## config.mk

```make
export PLATFORM = sky130hd
export DESIGN_NAME = key_commit_ctrl
export DESIGN_NICKNAME = d
export VERILOG_FILES = /design/src/rtl/key_commit_ctrl.sv
export SDC_FILE = /design/constraint.sdc
export NUM_CORES = 1
export LEC_CHECK = 0
export CAP_MARGIN = 10
export CELL_PAD_IN_SITES_DETAIL_PLACEMENT = 0
export CELL_PAD_IN_SITES_GLOBAL_PLACEMENT = 1
export CORE_MARGIN = 3
export CORE_UTILIZATION = 35
export DETAILED_ROUTE_END_ITERATION = 6
export PLACE_DENSITY = 0.72
export SYNTH_ARGS = -nofsm -noshare
export SYNTH_HDL_FRONTEND = slang
export SYNTH_SLANG_ARGS = --single-unit
```

## constraint.sdc

```tcl
create_clock -name i_clk -period 2.1 [get_ports i_clk]
set_input_delay 0.42 -clock i_clk [delete_from_list [all_inputs] [get_ports i_clk]]
set_output_delay 0.42 -clock i_clk [all_outputs]
set_load 0.005 [all_outputs]
```

## src/rtl/key_commit_ctrl.sv

```systemverilog
// key_commit_ctrl: edit/commit sequencer for the display parameters A and B.
// Step pulses edit shadow copies. Enter arms a commit, and the next frame start
// moves the shadows into the live registers, so a change never lands mid-frame.
// Optional macro KEY_COMMIT_TIMEOUT_EN: an edit left alone for TIMEOUT_FRAMES
// frames is discarded.
module key_commit_ctrl #(
  parameter int unsigned WIDTH          = 8,
  parameter int unsigned STEP           = 1,
  parameter int unsigned INIT_A         = 0,
  parameter int unsigned INIT_B         = 0,
  parameter int unsigned WRAP           = 1,
  parameter int unsigned TIMEOUT_FRAMES = 300
) (
  input  logic             i_clk,
  input  logic             i_rst_n,
  input  logic             i_inc_a,
  input  logic             i_dec_a,
  input  logic             i_inc_b,
  input  logic             i_dec_b,
  input  logic             i_enter,
  input  logic             i_frame_start,
  output logic [WIDTH-1:0] o_reg_A,
  output logic [WIDTH-1:0] o_reg_B,
  output logic [WIDTH-1:0] o_shadow_A,
  output logic [WIDTH-1:0] o_shadow_B,
  output logic             o_pending,
  output logic             o_commit,
  output logic             o_revert
);

  localparam logic [WIDTH:0]   STEP_X = (WIDTH+1)'(STEP);
  localparam logic [WIDTH:0]   MAX_X  = {1'b0, {WIDTH{1'b1}}};
  localparam logic [WIDTH-1:0] RST_A  = WIDTH'(INIT_A);
  localparam logic [WIDTH-1:0] RST_B  = WIDTH'(INIT_B);

  typedef enum logic [1:0] {S_IDLE, S_EDIT, S_ARMED, S_COMMIT} state_t;

  state_t           state;
  logic [WIDTH-1:0] next_a;
  logic [WIDTH-1:0] next_b;
  logic             step_any;

  // One step of the configured arithmetic; opposing pulses cancel.
  function automatic logic [WIDTH-1:0] step_val(input logic [WIDTH-1:0] cur,
                                                input logic inc, input logic dec);
    logic [WIDTH:0] sum;
    sum = {1'b0, cur} + STEP_X;
    if (inc && !dec) begin
      if (WRAP != 0 || sum <= MAX_X) return sum[WIDTH-1:0];
      return '1;
    end
    if (dec && !inc) begin
      if (WRAP != 0 || {1'b0, cur} >= STEP_X) return cur - WIDTH'(STEP);
      return '0;
    end
    return cur;
  endfunction

  // Candidate shadow values and whether any channel actually stepped.
  always_comb begin
    next_a   = step_val(o_shadow_A, i_inc_a, i_dec_a);
    next_b   = step_val(o_shadow_B, i_inc_b, i_dec_b);
    step_any = (i_inc_a ^ i_dec_a) | (i_inc_b ^ i_dec_b);
  end

`ifdef KEY_COMMIT_TIMEOUT_EN
  localparam int unsigned CNT_W = (TIMEOUT_FRAMES > 1) ? $clog2(TIMEOUT_FRAMES + 1) : 1;
  localparam logic [CNT_W-1:0] CNT_LAST = CNT_W'(TIMEOUT_FRAMES - 1);
  logic [CNT_W-1:0] frame_cnt;
`endif

  // Sequencer: state, shadows, live registers and output pulses.
  always_ff @(posedge i_clk or negedge i_rst_n) begin
    if (!i_rst_n) begin
      state      <= S_IDLE;
      o_shadow_A <= RST_A;
      o_shadow_B <= RST_B;
      o_reg_A    <= RST_A;
      o_reg_B    <= RST_B;
      o_pending  <= 1'b0;
      o_commit   <= 1'b0;
      o_revert   <= 1'b0;
`ifdef KEY_COMMIT_TIMEOUT_EN
      frame_cnt  <= '0;
`endif
    end else begin
      o_commit <= 1'b0;
      o_revert <= 1'b0;
      case (state)
        S_IDLE: begin
          o_pending <= 1'b0;
          if (step_any) begin
            o_shadow_A <= next_a;
            o_shadow_B <= next_b;
            o_pending  <= 1'b1;
            state      <= S_EDIT;
          end
        end
        S_EDIT: begin
          o_shadow_A <= next_a;
          o_shadow_B <= next_b;
          o_pending  <= 1'b1;
          if (i_enter) begin
            state <= S_ARMED;
`ifdef KEY_COMMIT_TIMEOUT_EN
            frame_cnt <= '0;
          end else if (step_any) begin
            frame_cnt <= '0;
          end else if (i_frame_start) begin
            if (frame_cnt == CNT_LAST) begin
              // Idle too long: drop the edit and fall back to the live values.
              o_shadow_A <= o_reg_A;
              o_shadow_B <= o_reg_B;
              o_revert   <= 1'b1;
              o_pending  <= 1'b0;
              frame_cnt  <= '0;
              state      <= S_IDLE;
            end else begin
              frame_cnt <= frame_cnt + CNT_W'(1);
            end
`endif
          end
        end
        S_ARMED: begin
          o_pending <= 1'b1;
          if (i_frame_start) state <= S_COMMIT;
        end
        S_COMMIT: begin
          // Pending stays high until the live registers actually change.
          o_reg_A   <= o_shadow_A;
          o_reg_B   <= o_shadow_B;
          o_commit  <= 1'b1;
          o_pending <= 1'b0;
          state     <= S_IDLE;
        end
        default: state <= S_IDLE;
      endcase
    end
  end

endmodule
```

==> run summary, run 1 <==
- finished clean — status
- 100% — fraction of registers with async set/reset
- 14.5% — Global Route Usage Sum
- 51.4% — signed area change from the synthesized netlist to the final layout
- 0 — Detail Route Antenna Nets
- 6750 sq um — total die area
- 523 — fill cell count
- 0 — DRC violations left
- 0 — antenna violations before repair
- 0 — Final Hold Violating Endpoints
- input pin — Critical Path Source Type
- dfrtp_1 — prevailing post-synth register cell
- 7.56 mm — global-route wire length before repair
- 36.4% — Starting Density
- 0 — EDFF count, synth
- -715 ps — worst setup slack after placement
- 82.1 microns — horizontal extent of the die
- 926 ps — worst-margin pin slew
- 1200 sq um — total area of multi-input combinational cells
- done — CTS tree
- 304 — number of nets in the layout
- flop — critical path capture point type
- 37 — maximum number of pins on one net before global-route repair
- 223 — Net Count, Synth
- 55.1% — final design utilization
- 3.24 mm — Detailed Place HPWL
- 2 — CTS H-Tree Depth
- 10.5 sq um — synthesized area divided by synthesized cell count
- 337 — post-placement cell count
- 43 — count of pins on the block boundary
- 194 — number of instances in the synthesized netlist
- clkbuf_8 — clk root buf
- 94.7% — fraction of the cycle the final worst path needs
- dfrtp_1 — area leader, netlist
- 70 ps — Reg clk slew, reported paths
- 0.503 GHz — maximum achievable frequency
- input pin to async pin — path category of the worst min-delay check
- 27 — num rows
- 44.4% — area share of the largest cell type after synthesis
- 6 — critical path peak fanout
- 0.779 — GPL Wtd Cong
- 1637 — number of global-route vias before repair
- 36 — clk sinks
- 3.39 ps — Clock Skews
- 2 — number of buffers between clock root and the deepest sink
- 167 ps — Hold Worst Slack
- 774 uV — peak supply drop
- 112 ps — least setup slack across all paths after layout
- dfrtp_1 44%, ha_1 12%, mux2_2 9.4% — leading post-synthesis cells by cell area
- 35 — synth unique cells
- 1.36 nW — Leak
- 0 — number of synthesis warnings
- input pin to flop — crit path kind
- 5 — TritonCTS Buffers
- 82.1 microns — height of the die
- 5570 sq um — Core Footprint
- 0 — Final Max Tran Viols
- 38.2% — worst relative slew slack
- 33.3% — fraction of layout cells with a size suffix above 1
- 41 — count of buffers inserted at the top-level ports
- 2160 ps — Data arrival, critical path
- 280 ps — later-pin clock latency in the skew report
- 901 sq um — area occupied by registers
- 43 — number of design-rule violations left by the first detailed-router iteration
- 0 — endpoints failing setup
- 36 — flip-flop and latch count after synthesis
- 0 — max-cap check violation count
- 2270 ps — required time of the worst setup path
- 348 — number of standard cells in the layout, taps in and fillers out
- 4.46 mm — Total Wirelength
- 44.4% — post-synthesis sequential area ratio
- 4.77 — vias per cell
- 1990 ps — final critical delay including setup and external delays
- 1659 — via count
- 0 — total global routing overflow
- 12.8 microns — routed wire length per instance
- 4 — First-pass DRT Iterations
- 0 — Inserted Diodes
- 2030 sq um — netlist area before placement
- 1630 nW/um^2 — Pwr per Cell Area
- 0 — CTS Hold Buffers Added
- no — RSZ-0062 raised after global routing
[routing by layer]
| layer | part of all wire, % | routed length [microns] | vias up | GRT usage [%] |
|---|---|---|---|---|
| met3 | 3.7 | 166 | 8 | 2.93 |
| li1 | - | - | 839 | - |
| met4 | 1.7 | 77 | 0 | 4.98 |
| met5 | 0 | 0 | - | 0 |
| met2 | 46 | 2070 | 36 | 22.6 |
| met1 | 48 | 2150 | 776 | 20.1 |
[kinds of logic after synthesis]
group	after synthesis	share of synthesized area, %
AOI/OAI and AO/OA	47	14.1
and+or+nand+nor	39	8.32
DFF	36	44.4
adders and majority gates	21	13.7
buffers and inverters	19	3.76
muxes	18	9.93
xor gates and xnor gates	13	5.61
other	1	0.185
[where the power goes]
part	leakage, nW	switching [mW]	total, mW	internal (mW)
Sequential	0.440	0.284	1.33	1.05
Combinational	0.868	1.30	3.19	1.88
Clock	0.0510	0.240	0.502	0.262
Total	1.36	1.83	5.02	3.19
[per-stage QoR]
stage | setup TNS, ps | power (mW) | cell area [sq um]
6_report | 0 | 5.02 | 3070
5_1_grt | 0 | 5.48 | 3070
4_1_cts | 0 | 4.99 | 3020
3_5_place_dp | -4790 | 4.30 | 2850
3_3_place_gp | -4580 | 4.26 | 2850
2_1_floorplan | -21.4 | 2.92 | 2100
[synthesized netlist by cell type (2+ instances only)]
cell	count
a211oi_1	4
a21o_1	2
ha_1	19
xor2_1	4
mux2_2	17
nor3_1	4
nand3_1	2
dfrtp_1	36
clkbuf_1	5
o21ai_0	18
xnor2_1	9
inv_1	12
or3_1	2
nor2_1	6
a21oi_1	12
fa_1	2
o21bai_1	2
nand2_1	21
[worst paths after layout]
path | cells past startpoint | slack [ps] | end | startpoint
setup / recovery | 9 | 110 | o_shadow_A[7] | i_inc_a
hold / removal | 2 | 170 | o_reg_B[5] | i_rst_n
setup reg to reg | 7 | 110 | o_shadow_A[7] | state[0]
hold reg to reg | 1 | 510 | o_reg_B[0] | o_reg_B[0]
max in group asynchronous | 2 | 1610 | o_shadow_A[2] | i_rst_n
min in group i_clk | 1 | 510 | o_reg_B[0] | o_reg_B[0]
[repair_timing]
action	in CTS	in global routing
buffers inserted	2	1
gates cloned	0	0
resized for setup	26	7
pin swaps	13	3
setup endpoints to repair	7	2
[layout make-up]
type,count,area share (%)
multi-input cells,139,39.1
flip-flops and latches,36,29.3
clock inverters,2,0.326
inverters,12,2.20
clock buffers,6,2.69
repair buffers,81,23.4
well taps,72,2.93
[sequential cells by signal, summed over array words and instances (netlist names)]
name / count
o_shadow_B: 8
o_reg_B: 8
state: 2
o_commit: 1
o_reg_A: 8
o_pending: 1
o_shadow_A: 8
[critical path: stages]
cell	delay, ps
clkdlybuf4s15_1	200
ha_4	190
inv_8	80
ha_4	210
a21oi_4	140
o21bai_1	80
or3_1	310
o32a_1	300
a32o_1	210
[cell usage in the layout (no fill, tap or decap), drive strengths merged, types with 2 or more instances in the layout]
cell type      instances
xor2                   4
xnor2                  9
dfrtp                 36
dlygate4sd2            2
a21oi                 12
nor3                   4
buf                   42
a21o                   2
ha                    19
nor2                   6
o21ai                 18
a211oi                 4
clkbuf                 6
inv                   12
mux2                  17
nand2                 21
or2                    2
clkdlybuf4s50         36
fa                     2
or3                    2
clkinv                 2
nand3                  2
o21bai                 2
Note: power is estimated with default switching activity, not from simulation.
==> inputs of run 2 (changes only) <==
- RECOVER_POWER: unset -> 50
==> run 2 against run 1 <==
Net effect: final cell count unchanged; register-to-register slack about the same; sequential share of layout area is 0.096 points higher; critical path type unchanged; critical endpoint unchanged; largest power group unchanged; highest routed layer unchanged.
==> run summary, run 2 (same netlist as run 1, synthesis figures left out) <==
- 0 — max-cap check violation count, unchanged
- done — CTS tree
- or3_1 — crit path max-delay cell type
- 40 — number of design-rule violations left by the first detailed-router iteration, -7.0%
- 0 — Detail Route Antenna Nets, unchanged
- 43 — count of pins on the block boundary, unchanged
- 1637 — number of global-route vias before repair, unchanged
- 4 — First-pass DRT Iterations, unchanged
- state[1] — start of the worst register-to-register path
- 37 — maximum number of pins on one net before global-route repair, unchanged
- 70 ps — Reg clk slew, reported paths, about the same
- 20.1% — met1 Use GR, unchanged
- 337 — post-placement cell count, unchanged
- 1.82 mW — switching component of the power, -0.40%
- 0 — antenna violations before repair, unchanged
- input pin to async pin — path category of the worst min-delay check
- 1.36 nW — Leak, +0.35%
- met2 — most heavily used metal layer in global routing
- 2 — worst path buffer plus inverter count, unchanged
- 63.1% — combinational fraction of design power, -0.3 points
- o_shadow_A[7] — capture instance of the worst register-to-register path
- 38.0% — worst relative slew slack, -0.23 points
- 2 — CTS H-Tree Depth, unchanged
- 0 — Final Hold Violating Endpoints, unchanged
- 528 — fill cell count, +0.96%
- clkbuf_8 — clk root buf
- 0.779 — GPL Wtd Cong, unchanged
- finished clean — status
- 0 — Inserted Diodes, unchanged
- dfrtp_1 — most common cell after layout, fill and taps aside
- 82.1 microns — horizontal extent of the die, unchanged
- 36 — clk sinks, unchanged
- 22.6% — met2 usage, unchanged
- 0 — DRC violations left, unchanged
- ha_4 — cell repeated most along the worst path
- 0 — total global routing overflow, unchanged
- 0 — endpoints failing setup, unchanged
- 110 ps — worst setup slack for register-to-register paths, about the same
- 14.5% — Global Route Usage Sum, unchanged
- 7 — number of cells traversed by the worst register-to-register path, unchanged
- input pin to flop — crit path kind
- 5570 sq um — Core Footprint, unchanged
- 2 — number of buffers between clock root and the deepest sink, unchanged
- 2.93% — met3 Use GR, unchanged
- clkdlybuf4s15_1, ha_4, inv_8, ha_4, a21oi_4, o21bai_1, or3_1, o32a_1, a32o_1 — cells along the critical path
- 36.4% — Starting Density, unchanged
- 82.1 microns — height of the die, unchanged
- 5 — TritonCTS Buffers, unchanged
- 0.502 GHz — maximum achievable frequency, -0.10%
- 1990 ps — final critical delay including setup and external delays, +2.04 ps
- 930 ps — worst-margin pin slew, +3.43 ps
- 3.13 mW — internal power component, -1.9%
- 32.6% — fraction of layout cells with a size suffix above 1, -0.72 points
- 304 — number of nets in the layout, unchanged
- 3.24 mm — Detailed Place HPWL, unchanged
- 4.76 — vias per cell, about the same
- compound AO/OA/AOI/OAI gates — Largest delay share family, worst path
- 50.9% — signed area change from the synthesized netlist to the final layout
- 4.45 mm — Total Wirelength, -0.27%
- 94.8% — fraction of the cycle the final worst path needs, +0.097 points
- no — RSZ-0062 raised after global routing
- 26.8% — sequential cell fraction of total power, +0.2 points
- 12.8 microns — routed wire length per instance, -0.27%
- 3.62 ps — Clock Skews, +0.235 ps
- 310 ps — longest individual stage delay on the worst path, about the same
- flop — critical path capture point type
- 36.8% — Sw Ratio, +0.34 points
- 0 — Final Max Tran Viols, unchanged
- 1658 — via count, -0.060%
- 41 — count of buffers inserted at the top-level ports, unchanged
- 27 — num rows, unchanged
- 10.1% — power share of the clock group, about the same
- 6750 sq um — total die area, unchanged
- 280 ps — later-pin clock latency in the skew report, about the same
- input pin — Critical Path Source Type
- 348 — number of standard cells in the layout, taps in and fillers out, unchanged
- 54.9% — final design utilization, -0.18 points
- 2160 ps — Data arrival, critical path, about the same
- 0 — CTS Hold Buffers Added, unchanged
- 2270 ps — required time of the worst setup path, about the same
- 7.56 mm — global-route wire length before repair, unchanged
- 6 — critical path peak fanout, unchanged
- 761 uV — peak supply drop, -1.7%
- 1620 nW/um^2 — Pwr per Cell Area, -1.0%
- 36 x dfrtp_1, 34 x buf_4, 24 x clkdlybuf4s50_1 — most frequent cells in the layout
[run 2: changes by cell type in the layout (fill, tap and decap cells not counted), sizes merged]
cell           delta
buf               -3
clkdlybuf4s50    -12
dlygate4sd3      +12
clkbuf            +3
[run 2: worst max path at each step]
stage          startpoint            end  slack, ps  depth (start not counted)
6_report          i_inc_a  o_shadow_A[7]        110                          9
5_1_grt          state[1]  o_shadow_A[7]          8                          7
4_1_cts           i_inc_a  o_shadow_A[7]         40                          9
3_5_place_dp      i_dec_a  o_shadow_A[7]       -720                         10
3_3_place_gp      i_dec_a  o_shadow_A[7]       -670                         10
2_1_floorplan     i_dec_a  o_shadow_A[7]        -20                          9
[run 2: power groups by stage]
| stage | sequential [mW] | clock [mW] | combinational (mW) |
|---|---|---|---|
| detailed placement | 1.34 | 0 | 2.96 |
| floorplan | 1.35 | 0 | 1.57 |
| finish | 1.33 | 0.502 | 3.12 |
| global route | 1.38 | 0.549 | 3.49 |
| CTS | 1.34 | 0.525 | 3.13 |
| global placement | 1.33 | 0 | 2.93 |
[run 2: metrics by stage]
stage,total power [mW],worst slack (ps),hold WS [ps],setup TNS [ps],instance area (sq um)
after floorplan,2.92,-21.4,124,-21.4,2100
after global placement,4.26,-670,488,-4580,2850
after detailed placement,4.30,-715,492,-4790,2850
after CTS,4.99,40.2,184,0,3020
after global routing,5.42,8.39,414,0,3060
final,4.95,110,331,0,3060
[run 2: what timing repair did]
action	4_1_cts	5_1_grt
gates resized for setup	26	7
gates cloned	0	0
pin swaps	13	3
buffers inserted	2	1
hold endpoints to repair	0	0
endpoints found under the setup margin	7	2
[run 2: layout make-up]
class | count | area [sq um] | share of cell area [%]
Timing Repair Buffer | 81 | 708 | 23.1
Sequential cell | 36 | 901 | 29.4
Tap cell | 72 | 90.1 | 2.94
Clock buffer | 6 | 82.6 | 2.70
Inverter | 12 | 67.6 | 2.21
Clock inverter | 2 | 10.0 | 0.327
Multi-Input combinational cell | 139 | 1200 | 39.3
[run 2: worst register-to-register path, delay by kind of cell (launching register included)]
kind | cells | cell delay [ps]
AOI/OAI and AO/OA | 2 | 520
adders and majority gates | 1 | 210
DFF | 1 | 380
and+or+nand+nor | 3 | 680
buffers and inverters | 1 | 100
[run 2: per-layer routing]
layer	vias up	wire length, microns
met5	-	0
met4	0	82
met3	9	146
met2	30	2080
met1	779	2150
li1	840	-
